## config.mk

```make
export PLATFORM = sky130hd
export DESIGN_NAME = parser_seg_bank_ctrl_flat
export DESIGN_NICKNAME = d
export VERILOG_FILES = /design/src/rtl/parser_seg_bank_ctrl_pkg.sv /design/src/rtl/parser_seg_bank_ctrl_if.sv /design/src/rtl/parser_seg_read_seq.sv /design/src/rtl/parser_seg_bank_ctrl.sv /design/src/flat_wrapper.sv
export SDC_FILE = /design/constraint.sdc
export NUM_CORES = 1
export LEC_CHECK = 0
export CELL_PAD_IN_SITES_DETAIL_PLACEMENT = 1
export CELL_PAD_IN_SITES_GLOBAL_PLACEMENT = 2
export CORE_AREA = 2 2 314 316
export CTS_CLUSTER_DIAMETER = 100
export DETAILED_ROUTE_END_ITERATION = 8
export DIE_AREA = 0 0 316 318
export DONT_BUFFER_PORTS = 1
export GPL_TIMING_DRIVEN = 0
export PLACE_DENSITY = 0.64
export SLEW_MARGIN = 25
export SYNTH_ARGS = -nofsm -noshare
export SYNTH_HDL_FRONTEND = slang
export SYNTH_SLANG_ARGS = --single-unit
```

## constraint.sdc

```tcl
create_clock -name axis_clk -period 3.3 [get_ports axis_clk]
set_input_delay 0.33 -clock axis_clk [delete_from_list [all_inputs] [get_ports axis_clk]]
set_output_delay 0.33 -clock axis_clk [all_outputs]
set_load 0.01 [all_outputs]
```

## src/rtl/parser_seg_bank_ctrl_pkg.sv

```systemverilog
// parser_seg_bank_ctrl_pkg: shared widths, bank states and read-FSM states for the segment bank controller
package parser_seg_bank_ctrl_pkg;
  localparam int C_AXIS_DATA_WIDTH  = 256;
  localparam int C_AXIS_TUSER_WIDTH = 128;
  localparam int C_VLANID_WIDTH     = 12;
  localparam int C_NUM_SEGS         = 8;
  localparam int SEG_IDX_W          = 3;
  localparam int BANK_W             = 1;

  typedef enum logic [1:0] {
    BANK_FREE    = 2'd0,
    BANK_FILLING = 2'd1,
    BANK_FULL    = 2'd2,
    BANK_BUSY    = 2'd3
  } bank_state_t;

  typedef enum logic [1:0] {
    RD_IDLE      = 2'd0,
    RD_READ      = 2'd1,
    RD_WAIT_DONE = 2'd2
  } rd_state_t;

  function automatic logic bank_writable(bank_state_t s);
    return s == BANK_FREE || s == BANK_FILLING;
  endfunction
endpackage

```

## src/rtl/parser_seg_bank_ctrl_if.sv

```systemverilog
// parser_seg_bank_ctrl_if: collector, RAM and extractor signals of the segment bank controller
interface parser_seg_bank_ctrl_if;
  import parser_seg_bank_ctrl_pkg::*;
  logic [C_AXIS_DATA_WIDTH-1:0]  i_seg_tdata;
  logic                          i_seg_wea;
  logic [SEG_IDX_W-1:0]          i_seg_addra;
  logic                          i_seg_wait_end;
  logic [C_AXIS_TUSER_WIDTH-1:0] i_tuser_1st;
  logic [C_VLANID_WIDTH-1:0]     i_vlan;
  logic                          i_vlan_valid;
  logic                          o_wr_ready;
  logic                          o_ram_wea;
  logic [BANK_W+SEG_IDX_W-1:0]   o_ram_addra;
  logic [C_AXIS_DATA_WIDTH-1:0]  o_ram_dina;
  logic                          o_ram_enb;
  logic [BANK_W+SEG_IDX_W-1:0]   o_ram_addrb;
  logic                          o_rd_sof;
  logic                          o_rd_eof;
  logic [C_AXIS_TUSER_WIDTH-1:0] o_rd_tuser;
  logic [C_VLANID_WIDTH-1:0]     o_rd_vlan;
  logic                          i_rd_ready;
  logic                          i_pkt_done;
  logic                          o_overflow;

  modport slave (
    input  i_seg_tdata, i_seg_wea, i_seg_addra, i_seg_wait_end, i_tuser_1st, i_vlan, i_vlan_valid,
           i_rd_ready, i_pkt_done,
    output o_wr_ready, o_ram_wea, o_ram_addra, o_ram_dina, o_ram_enb, o_ram_addrb, o_rd_sof,
           o_rd_eof, o_rd_tuser, o_rd_vlan, o_overflow
  );

  modport master (
    output i_seg_tdata, i_seg_wea, i_seg_addra, i_seg_wait_end, i_tuser_1st, i_vlan, i_vlan_valid,
           i_rd_ready, i_pkt_done,
    input  o_wr_ready, o_ram_wea, o_ram_addra, o_ram_dina, o_ram_enb, o_ram_addrb, o_rd_sof,
           o_rd_eof, o_rd_tuser, o_rd_vlan, o_overflow
  );
endinterface

```

## src/rtl/parser_seg_read_seq.sv

```systemverilog
// parser_seg_read_seq: IDLE/READ/WAIT_DONE sequencer issuing the 8-segment read-out of a full bank
module parser_seg_read_seq
  import parser_seg_bank_ctrl_pkg::*;
(
  input  logic                        axis_clk,
  input  logic                        aresetn,
  input  logic [1:0]                  bank_full,
  input  logic                        rd_ready,
  input  logic                        pkt_done,
  output logic [BANK_W-1:0]           rd_bank,
  output logic                        start,
  output logic                        done,
  output logic                        enb,
  output logic [BANK_W+SEG_IDX_W-1:0] addrb,
  output logic                        sof,
  output logic                        eof
);
  rd_state_t            state, state_nxt;
  logic [SEG_IDX_W-1:0] rd_idx, idx_nxt;
  logic [BANK_W-1:0]    bank_nxt;

  // state, segment index and bank pointer registers
  always_ff @(posedge axis_clk) begin
    if (!aresetn) begin
      state   <= RD_IDLE;
      rd_idx  <= '0;
      rd_bank <= '0;
    end else begin
      state   <= state_nxt;
      rd_idx  <= idx_nxt;
      rd_bank <= bank_nxt;
    end
  end

  // next state: start only on an already-registered FULL bank, walk 8 segments, then wait for release
  always_comb begin
    state_nxt = state;
    idx_nxt   = rd_idx;
    bank_nxt  = rd_bank;
    start     = 1'b0;
    done      = 1'b0;
    case (state)
      RD_IDLE: if (bank_full[rd_bank] && rd_ready) begin
        start     = 1'b1;
        idx_nxt   = '0;
        state_nxt = RD_READ;
      end
      RD_READ: begin
        idx_nxt = rd_idx + 1'b1;
        if (rd_idx == SEG_IDX_W'(C_NUM_SEGS - 1)) state_nxt = RD_WAIT_DONE;
      end
      RD_WAIT_DONE: if (pkt_done) begin
        done      = 1'b1;
        bank_nxt  = ~rd_bank;
        state_nxt = RD_IDLE;
      end
      default: state_nxt = RD_IDLE;
    endcase
  end

  assign enb   = state == RD_READ;
  assign addrb = {rd_bank, rd_idx};
  assign sof   = enb && rd_idx == '0;
  assign eof   = enb && rd_idx == SEG_IDX_W'(C_NUM_SEGS - 1);
endmodule

```

## src/rtl/parser_seg_bank_ctrl.sv

```systemverilog
// parser_seg_bank_ctrl: ping-pong bank steering, metadata latching and read sequencing for the parser segment RAM
module parser_seg_bank_ctrl
  import parser_seg_bank_ctrl_pkg::*;
(
  input logic                   axis_clk,
  input logic                   aresetn,
  parser_seg_bank_ctrl_if.slave bus
);
  bank_state_t                   bank_q [2];
  bank_state_t                   bank_nxt [2];
  logic [C_AXIS_TUSER_WIDTH-1:0] tuser_q [2];
  logic [C_VLANID_WIDTH-1:0]     vlan_q [2];
  logic [BANK_W-1:0]             wr_bank, wr_bank_nxt, rd_bank;
  logic                          wr_ok, wr_acc, rd_start, rd_done;
  logic [1:0]                    bank_full;
  logic                          ram_wea, wr_ready, overflow;
  logic [BANK_W+SEG_IDX_W-1:0]   ram_addra, ram_addrb;
  logic [C_AXIS_DATA_WIDTH-1:0]  ram_dina;
  logic [C_AXIS_TUSER_WIDTH-1:0] rd_tuser;
  logic [C_VLANID_WIDTH-1:0]     rd_vlan;
  logic                          ram_enb, rd_sof, rd_eof;

  assign wr_ok     = bank_writable(bank_q[wr_bank]);
  assign wr_acc    = bus.i_seg_wea && wr_ok;
  assign bank_full = {bank_q[1] == BANK_FULL, bank_q[0] == BANK_FULL};

  parser_seg_read_seq u_read_seq (
    .axis_clk  (axis_clk),
    .aresetn   (aresetn),
    .bank_full (bank_full),
    .rd_ready  (bus.i_rd_ready),
    .pkt_done  (bus.i_pkt_done),
    .rd_bank   (rd_bank),
    .start     (rd_start),
    .done      (rd_done),
    .enb       (ram_enb),
    .addrb     (ram_addrb),
    .sof       (rd_sof),
    .eof       (rd_eof)
  );

  // bank status next state: write side first, read side touches only the bank it owns
  always_comb begin
    bank_nxt    = bank_q;
    wr_bank_nxt = wr_bank;
    if (wr_acc) bank_nxt[wr_bank] = BANK_FILLING;
    if (wr_ok && bus.i_seg_wait_end) begin
      bank_nxt[wr_bank] = BANK_FULL;
      wr_bank_nxt       = ~wr_bank;
    end
    if (rd_start) bank_nxt[rd_bank] = BANK_BUSY;
    if (rd_done) bank_nxt[rd_bank] = BANK_FREE;
  end

  // registered write port, bank status, per-bank metadata and read-side metadata outputs
  always_ff @(posedge axis_clk) begin
    if (!aresetn) begin
      bank_q    <= '{BANK_FREE, BANK_FREE};
      tuser_q   <= '{default: '0};
      vlan_q    <= '{default: '0};
      wr_bank   <= '0;
      ram_wea   <= 1'b0;
      ram_addra <= '0;
      ram_dina  <= '0;
      wr_ready  <= 1'b1;
      overflow  <= 1'b0;
      rd_tuser  <= '0;
      rd_vlan   <= '0;
    end else begin
      bank_q   <= bank_nxt;
      wr_bank  <= wr_bank_nxt;
      wr_ready <= bank_writable(bank_nxt[wr_bank_nxt]);
      ram_wea  <= wr_acc;
      overflow <= overflow | (bus.i_seg_wea & ~wr_ok);
      if (wr_acc) begin
        ram_addra <= {wr_bank, bus.i_seg_addra};
        ram_dina  <= bus.i_seg_tdata;
      end
      if (wr_acc && bus.i_seg_addra == '0) tuser_q[wr_bank] <= bus.i_tuser_1st;
      if (wr_ok && bus.i_vlan_valid) vlan_q[wr_bank] <= bus.i_vlan;
      if (rd_start) begin
        rd_tuser <= tuser_q[rd_bank];
        rd_vlan  <= vlan_q[rd_bank];
      end
    end
  end

  assign bus.o_wr_ready  = wr_ready;
  assign bus.o_ram_wea   = ram_wea;
  assign bus.o_ram_addra = ram_addra;
  assign bus.o_ram_dina  = ram_dina;
  assign bus.o_ram_enb   = ram_enb;
  assign bus.o_ram_addrb = ram_addrb;
  assign bus.o_rd_sof    = rd_sof;
  assign bus.o_rd_eof    = rd_eof;
  assign bus.o_rd_tuser  = rd_tuser;
  assign bus.o_rd_vlan   = rd_vlan;
  assign bus.o_overflow  = overflow;
endmodule

```

## src/flat_wrapper.sv

```systemverilog
// flat-port wrapper written by rule: the top's interface ports become plain ports
module parser_seg_bank_ctrl_flat import parser_seg_bank_ctrl_pkg::*;
  (axis_clk, aresetn, bus_i_seg_tdata, bus_i_seg_wea, bus_i_seg_addra, bus_i_seg_wait_end, bus_i_tuser_1st, bus_i_vlan, bus_i_vlan_valid, bus_i_rd_ready, bus_i_pkt_done, bus_o_wr_ready, bus_o_ram_wea, bus_o_ram_addra, bus_o_ram_dina, bus_o_ram_enb, bus_o_ram_addrb, bus_o_rd_sof, bus_o_rd_eof, bus_o_rd_tuser, bus_o_rd_vlan, bus_o_overflow);
  parser_seg_bank_ctrl_if bus_i ();
  input logic axis_clk;
  input logic aresetn;
  input wire logic [$bits(bus_i.i_seg_tdata)-1:0] bus_i_seg_tdata;
  input wire logic [$bits(bus_i.i_seg_wea)-1:0] bus_i_seg_wea;
  input wire logic [$bits(bus_i.i_seg_addra)-1:0] bus_i_seg_addra;
  input wire logic [$bits(bus_i.i_seg_wait_end)-1:0] bus_i_seg_wait_end;
  input wire logic [$bits(bus_i.i_tuser_1st)-1:0] bus_i_tuser_1st;
  input wire logic [$bits(bus_i.i_vlan)-1:0] bus_i_vlan;
  input wire logic [$bits(bus_i.i_vlan_valid)-1:0] bus_i_vlan_valid;
  input wire logic [$bits(bus_i.i_rd_ready)-1:0] bus_i_rd_ready;
  input wire logic [$bits(bus_i.i_pkt_done)-1:0] bus_i_pkt_done;
  output wire logic [$bits(bus_i.o_wr_ready)-1:0] bus_o_wr_ready;
  output wire logic [$bits(bus_i.o_ram_wea)-1:0] bus_o_ram_wea;
  output wire logic [$bits(bus_i.o_ram_addra)-1:0] bus_o_ram_addra;
  output wire logic [$bits(bus_i.o_ram_dina)-1:0] bus_o_ram_dina;
  output wire logic [$bits(bus_i.o_ram_enb)-1:0] bus_o_ram_enb;
  output wire logic [$bits(bus_i.o_ram_addrb)-1:0] bus_o_ram_addrb;
  output wire logic [$bits(bus_i.o_rd_sof)-1:0] bus_o_rd_sof;
  output wire logic [$bits(bus_i.o_rd_eof)-1:0] bus_o_rd_eof;
  output wire logic [$bits(bus_i.o_rd_tuser)-1:0] bus_o_rd_tuser;
  output wire logic [$bits(bus_i.o_rd_vlan)-1:0] bus_o_rd_vlan;
  output wire logic [$bits(bus_i.o_overflow)-1:0] bus_o_overflow;
  assign bus_i.i_seg_tdata = bus_i_seg_tdata;
  assign bus_i.i_seg_wea = bus_i_seg_wea;
  assign bus_i.i_seg_addra = bus_i_seg_addra;
  assign bus_i.i_seg_wait_end = bus_i_seg_wait_end;
  assign bus_i.i_tuser_1st = bus_i_tuser_1st;
  assign bus_i.i_vlan = bus_i_vlan;
  assign bus_i.i_vlan_valid = bus_i_vlan_valid;
  assign bus_i.i_rd_ready = bus_i_rd_ready;
  assign bus_i.i_pkt_done = bus_i_pkt_done;
  assign bus_o_wr_ready = bus_i.o_wr_ready;
  assign bus_o_ram_wea = bus_i.o_ram_wea;
  assign bus_o_ram_addra = bus_i.o_ram_addra;
  assign bus_o_ram_dina = bus_i.o_ram_dina;
  assign bus_o_ram_enb = bus_i.o_ram_enb;
  assign bus_o_ram_addrb = bus_i.o_ram_addrb;
  assign bus_o_rd_sof = bus_i.o_rd_sof;
  assign bus_o_rd_eof = bus_i.o_rd_eof;
  assign bus_o_rd_tuser = bus_i.o_rd_tuser;
  assign bus_o_rd_vlan = bus_i.o_rd_vlan;
  assign bus_o_overflow = bus_i.o_overflow;
  parser_seg_bank_ctrl u_core (.axis_clk(axis_clk), .aresetn(aresetn), .bus(bus_i));
endmodule
```

-- After elaboration in Yosys (flattened, before gate mapping)
Cells that the tools add are included.
- bitwise logic cells: 17
- divide/modulo/power cells: 0
- eq/ne operators: 10
- shift operators: 0
- add/subtract/negate cells: 1
- reduce and logical (&&, ||, !) cells: 20
- multipliers: 0
- magnitude comparators: 6
- multiplexer cells: 39
- operators with widths (operator ; count):
    $mux 128 ; 4
    $bwmux 256 ; 1
    $demux 128 s1 ; 1
    $mux 12 ; 4
    $bwmux 24 ; 1
    $mux 2 ; 11
    $mux 4 ; 4
    $demux 12 s1 ; 1
    $logic_and 1x1->1 ; 9
    $mux 1 ; 7
    $eq 2x1->1 const B ; 3
    $eq 2x2->1 const B ; 3
    $ge 2x2->1 const B ; 3
    $logic_not 2->1 ; 3
    $logic_not 3->1 ; 2
    $not 1->2 ; 3
    $pmux 2 s3 ; 1
    $pmux 3 s2 ; 1
    $and 2x2->2 ; 2
    $and 4x4->4 ; 1
    $demux 2 s1 ; 2
    $lt 2x1->1 const B ; 2
    $ne 2x2->1 const B ; 2
    $not 2->2 ; 2
    15 further kinds ; 20
- bits in registers: 694
- memories: 0
- bits in read-only memories: 0
- memory bits (writable): 0
- word-level logic and storage cells: 110
- latch bits: 0

-- Depth between registers and ports, before layout
- word-level depth: 19
- mapped depth: 9
- depth with buffers taken out: 4

-- By module
Synthesis repeated with hierarchy kept, for this count alone.
- cell total of the unflattened synthesis: 3057
- area, all modules: 27177.3 µm²
- modules (own cells, without submodules) (module ; cells each ; area an instance (µm²) ; instances ; sequential area each (µm²)):
    parser_seg_bank_ctrl ; 3021 ; 26835.7 ; 1 ; 13773.2
    parser_seg_read_seq ; 36 ; 341.6 ; 1 ; 120.1

-- Least setup slack after synthesis
Ideal clock, no wire load.
- kind: register to register
- from: reg u_core.wr_bank
- to: reg u_core.tuser_q[100] in the netlist's numbering
- arrival: 1541 ps
- path buffers: 5
- stages on the path, launching flop included: 10
- path slack: 1691 ps
- cell sequence: dfxtp_1 -> buf_6 -> mux2i_4 -> and3_4 -> buf_6 -> buf_6 -> buf_12 -> buf_12 -> nand3_2 -> o21ai_2
- cells in the longest elaborated chain, start to end: 8
- elaborated cells between the ends (all ways): 15
- those cells by class: order compare (2); eq/ne (1); mux (6); bitwise (1); reduce/logical (5)
- ends and longest elaborated chain (element ; line ; RTL):
    start, declared ; parser_seg_bank_ctrl.sv:13 ; logic [BANK_W-1:0] wr_bank, wr_bank_nxt, rd_bank;
    start signal, assigned ; parser_seg_bank_ctrl.sv:71 ; wr_bank <= wr_bank_nxt;
    $not 1->2 (implied by the code) (*) ; parser_seg_bank_ctrl.sv:23, parser_seg_bank_ctrl.sv:79 ;
    $mux 2 (implied by the code) (3 in series) ; parser_seg_bank_ctrl.sv:23 ; assign wr_ok = bank_writable(bank_q[wr_bank]);
    $eq 2x1->1 or $logic_not 2->1 (tied branches) ; parser_seg_bank_ctrl_pkg.sv:24 ; return s == BANK_FREE || s == BANK_FILLING;
    $logic_or 1x1->1 ; parser_seg_bank_ctrl_pkg.sv:24 ;
    $logic_and 1x1->1 ; parser_seg_bank_ctrl.sv:24 ; assign wr_acc = bus.i_seg_wea && wr_ok;
    $logic_and 1x1->1 ; parser_seg_bank_ctrl.sv:79 ; if (wr_acc && bus.i_seg_addra == '0) tuser_q[wr_bank] <= bus.i_tuser_1st;
    end signal, assigned by index ; parser_seg_bank_ctrl.sv:79 ;
    end, declared ; parser_seg_bank_ctrl.sv:11 ; logic [C_AXIS_TUSER_WIDTH-1:0] tuser_q [2];
Every way passes the cells marked *; elsewhere a longest branch is shown, timed or not. The select of a mux whose other input is x is not followed.
A chain may end at the register's enable or synchronous reset.

-- Worst setup path after layout
- from: reg u_core.u_read_seq.state[1]
- to: reg u_core.rd_tuser[47], in the netlist u_core.bus.o_rd_tuser[47]
- cells in the longest elaborated chain, start to end: 2
- ends and longest elaborated chain (element ; line ; RTL):
    start, declared ; parser_seg_read_seq.sv:18 ; rd_state_t state, state_nxt;
    start signal, assigned ; parser_seg_read_seq.sv:29 ; state <= state_nxt;
    $logic_not 2->1 ; parser_seg_read_seq.sv:42 ; case (state)
    $mux 1 ; parser_seg_read_seq.sv:42 ;
    end signal, assigned ; parser_seg_bank_ctrl.sv:82 ; rd_tuser <= tuser_q[rd_bank];
    end, declared ; parser_seg_bank_ctrl.sv:19 ; logic [C_AXIS_TUSER_WIDTH-1:0] rd_tuser;
No other way between the ends.

==> flow_summary.ini <==
[status]
outcome = finished, final reports clean

[setup_path]
end_kind = flip-flop
reg2reg_to = u_core.bus.o_rd_tuser[47]$_SDFFE_PN0N_
path_max_fanout = 10
worst_ep_required_time_ps = 3810
ff2ff_setup_slack_ps = 580
worst-r2r-cell-count = 6
worstReg2RegStart = u_core.u_read_seq.state[1]$_SDFFE_PN0P_
critPathKind = flip-flop to flip-flop
arrival_ps = 3230
start_kind = flip-flop

[clock_network]
cts_tree = yes
post_cts_buffers = 0
clock_path_buffers = 3
cts_buffers = 82
cts.sink_count = 694
htree_levels = 3
root_buffer = clkbuf_16
clock_latency_ps = 660
clk_pin_slew_ps = 60

[finish]
nets = 3981
fillers = 11400
seq_area_sq_um = 13900
syn_to_final_growth_pct = 31.7
final_cell_area_sq_um = 34800
drive_above_1_share_pct = 8.59
multiInputGateArea_sq_um = 10900

[grt]
antenna_found_initial = 38
grt_usage_pct = 24.5
grt_overflow = 0
grt_max_degree = 14
grt_pass1_wl_microns = 183000
first_global_vias = 26800

[sta]
fin_crit_sh_pct = 82.3
slew_headroom_pct = 31.8
fmax_ghz = 0.368
fin_crit_ps = 2720
final_max_slew_viol_count = 0
final-hold-violation-count = 0
setup_viol = 0
skew_ps = 42.2
rsz0062_at_grt = no
tightest_slew_ps = 1020
final.setup.tns_ps = 0

[hold_path]
holdPathEnd = u_core.u_read_seq.rd_bank$_SDFFE_PN0P_
worstHoldPathType = input pin to flip-flop
worstHoldPathCells = 3
min-delay-start = bus_i_pkt_done

[synth]
synthDistinctLibCells = 39
ys_ff_latch = 694
ys.flop_type = dfxtp_1
async_reset_ff_share_pct = 0
yosysMostFrequentCell = nand2_1
syn_nets = 3494
ys_top_cells_by_count = nand2_1 (872), dfxtp_1 (694), a21boi_0 (285)
ys_seq_area_share_pct = 52.6
avgSynthCellArea_sq_um = 8.55
netlist_area_sq_um = 26400
synth_edf_count = 0
yosysTopAreaCell = dfxtp_1
synth_top_area_share_pct = 52.6
netlist_instances = 3085
synth_area_leaders = dfxtp_1 (53%), nand2_1 (12%), a21boi_0 (8.1%), nand3_1 (4.5%), o21ai_0 (4.3%)
synth_warnings = 0

[floorplanning]
start_util_pct = 27.1
fp.dieW_microns = 316
die_y_microns = 318
pin_count = 816
coreArea_sq_um = 97400
rows = 115
dieArea_sq_um = 100000

[placed_design]
portBuffers = 0
dp_hpwl_microns = 94800
placed_area_sq_um = 28000
place_congestion = 0.937

[power]
total_leakage_power_uw = 0.0131
vdd.ir_drop.worst_mv = 0.327
powerDensity_nw_per_um2 = 588

[route]
drc = 0
firstDrtPassIters = 5
via_per_inst = 5.04
ant_nets = 0
drt-initial-drc-count = 1248
wl_per_cell_microns = 25.6
wirelength_microns = 127000
detailroute.via_count = 24900

[run]
maxCapViolations = 0
## logic make-up after synthesis
group,share of synthesized area [%]
AOI/OAI and AO/OA,21.9
xor gates and xnor gates,0.0332
adders and majority gates,0.142
buffers and inverters,6.20
DFF,52.6
muxes,0.0853
and+or+nand+nor,19.0
## metrics by stage
stage | hold WS [ps] | util (%) | total power [uW] | cells | worst slack [ps]
3_3_place_gp | 444 | 28.7 | 10900 | 4372 | 188
3_5_place_dp | 455 | 28.8 | 11000 | 4372 | 169
6_report | 62.9 | 35.7 | 20500 | 4941 | 584
4_1_cts | 18.1 | 35.6 | 20600 | 4920 | 622
5_1_grt | 68.0 | 35.7 | 21200 | 4937 | 430
2_1_floorplan | 436 | - | 10200 | 3085 | 1690
## flip-flops by register name, summed over array words and instances (netlist names), 2 cells and up
| register | flops |
|---|---|
| u_core.tuser_q | 256 |
| u_core.bus.o_ram_addra | 4 |
| u_core.bank_q | 4 |
| u_core.bus.o_rd_vlan | 12 |
| u_core.bus.o_rd_tuser | 128 |
| u_core.vlan_q | 24 |
| u_core.u_read_seq.state | 2 |
| u_core.u_read_seq.rd_idx | 3 |
| u_core.bus.o_ram_dina | 256 |
## worst max-delay path, cell delays in order (launching register included)
cell      delay [ps]
dfxtp_1          330
nor3b_1          400
nand4b_1         430
clkbuf_1         520
clkbuf_1         390
o221ai_1         390
a21oi_1          100
## metal layers
metal	routed length [microns]	up-vias	track usage (%)
met1	48300	12300	27.3
li1	-	11500	-
met2	62300	813	42.3
met4	5720	26	11.4
met5	174	-	0
met3	10000	261	7.54
## area by class of cell
cell class	instances	share of cell area (%)
well taps	1287	4.63
inverters	91	0.983
plain buffers	279	3.75
diodes	21	0.151
repair buffers	403	11.6
clock buffers	111	6.65
clock inverters	34	1.03
flip-flops and latches	694	40.0
multi-input cells	2021	31.2
## worst max-delay path by stage
stage                                                        end  slack [ps]                               startpoint  depth (start not counted)
after detailed placement  u_core.bus.o_rd_tuser[72]$_SDFFE_PN0N_         170                                  aresetn                          6
after floorplan                 u_core.tuser_q[100]$_SDFFE_PN0P_        1690                u_core.wr_bank$_SDFF_PN0_                          9
after CTS                 u_core.bus.o_rd_tuser[53]$_SDFFE_PN0N_         620  u_core.u_read_seq.state[1]$_SDFFE_PN0P_                          6
after global placement    u_core.bus.o_rd_tuser[72]$_SDFFE_PN0N_         190                                  aresetn                          6
after global routing      u_core.bus.o_rd_tuser[53]$_SDFFE_PN0N_         430  u_core.u_read_seq.state[1]$_SDFFE_PN0P_                          6
final                     u_core.bus.o_rd_tuser[47]$_SDFFE_PN0N_         580  u_core.u_read_seq.state[1]$_SDFFE_PN0P_                          6
## cell usage in the layout (no fill, tap or decap), types with 5 or more instances in the layout
cell type,Yosys,routed
a21boi_0,285,285
a21oi_1,89,89
buf_1,25,25
buf_12,5,5
buf_2,62,62
buf_4,16,16
bufinv_16,0,5
clkbuf_1,164,172
clkbuf_16,0,83
clkbuf_2,4,11
clkbuf_8,0,13
clkinv_2,0,17
clkinvlp_4,0,6
dfxtp_1,694,694
diode_2,0,21
dlygate4sd3_1,0,403
inv_1,91,91
nand2_1,872,872
nand3_1,236,236
nand3_2,40,40
nor2_1,6,6
o211a_1,56,56
o21ai_0,225,225
o21ai_2,40,40
o221ai_1,84,84
o22ai_1,56,56
## power by group
part | switching, uW | internal (uW) | total [uW]
clock | 3840 | 5320 | 9160
combinational | 1180 | 774 | 1950
sequential | 575 | 8770 | 9350
## timing repair
action / in CTS / in global routing
hold buffers: 403 / 0
endpoints found under the setup margin: 0 / 0
gates resized for setup: 0 / 0
endpoints found under the hold margin: 549 / 0
Note: power is estimated with default switching activity, not from simulation.
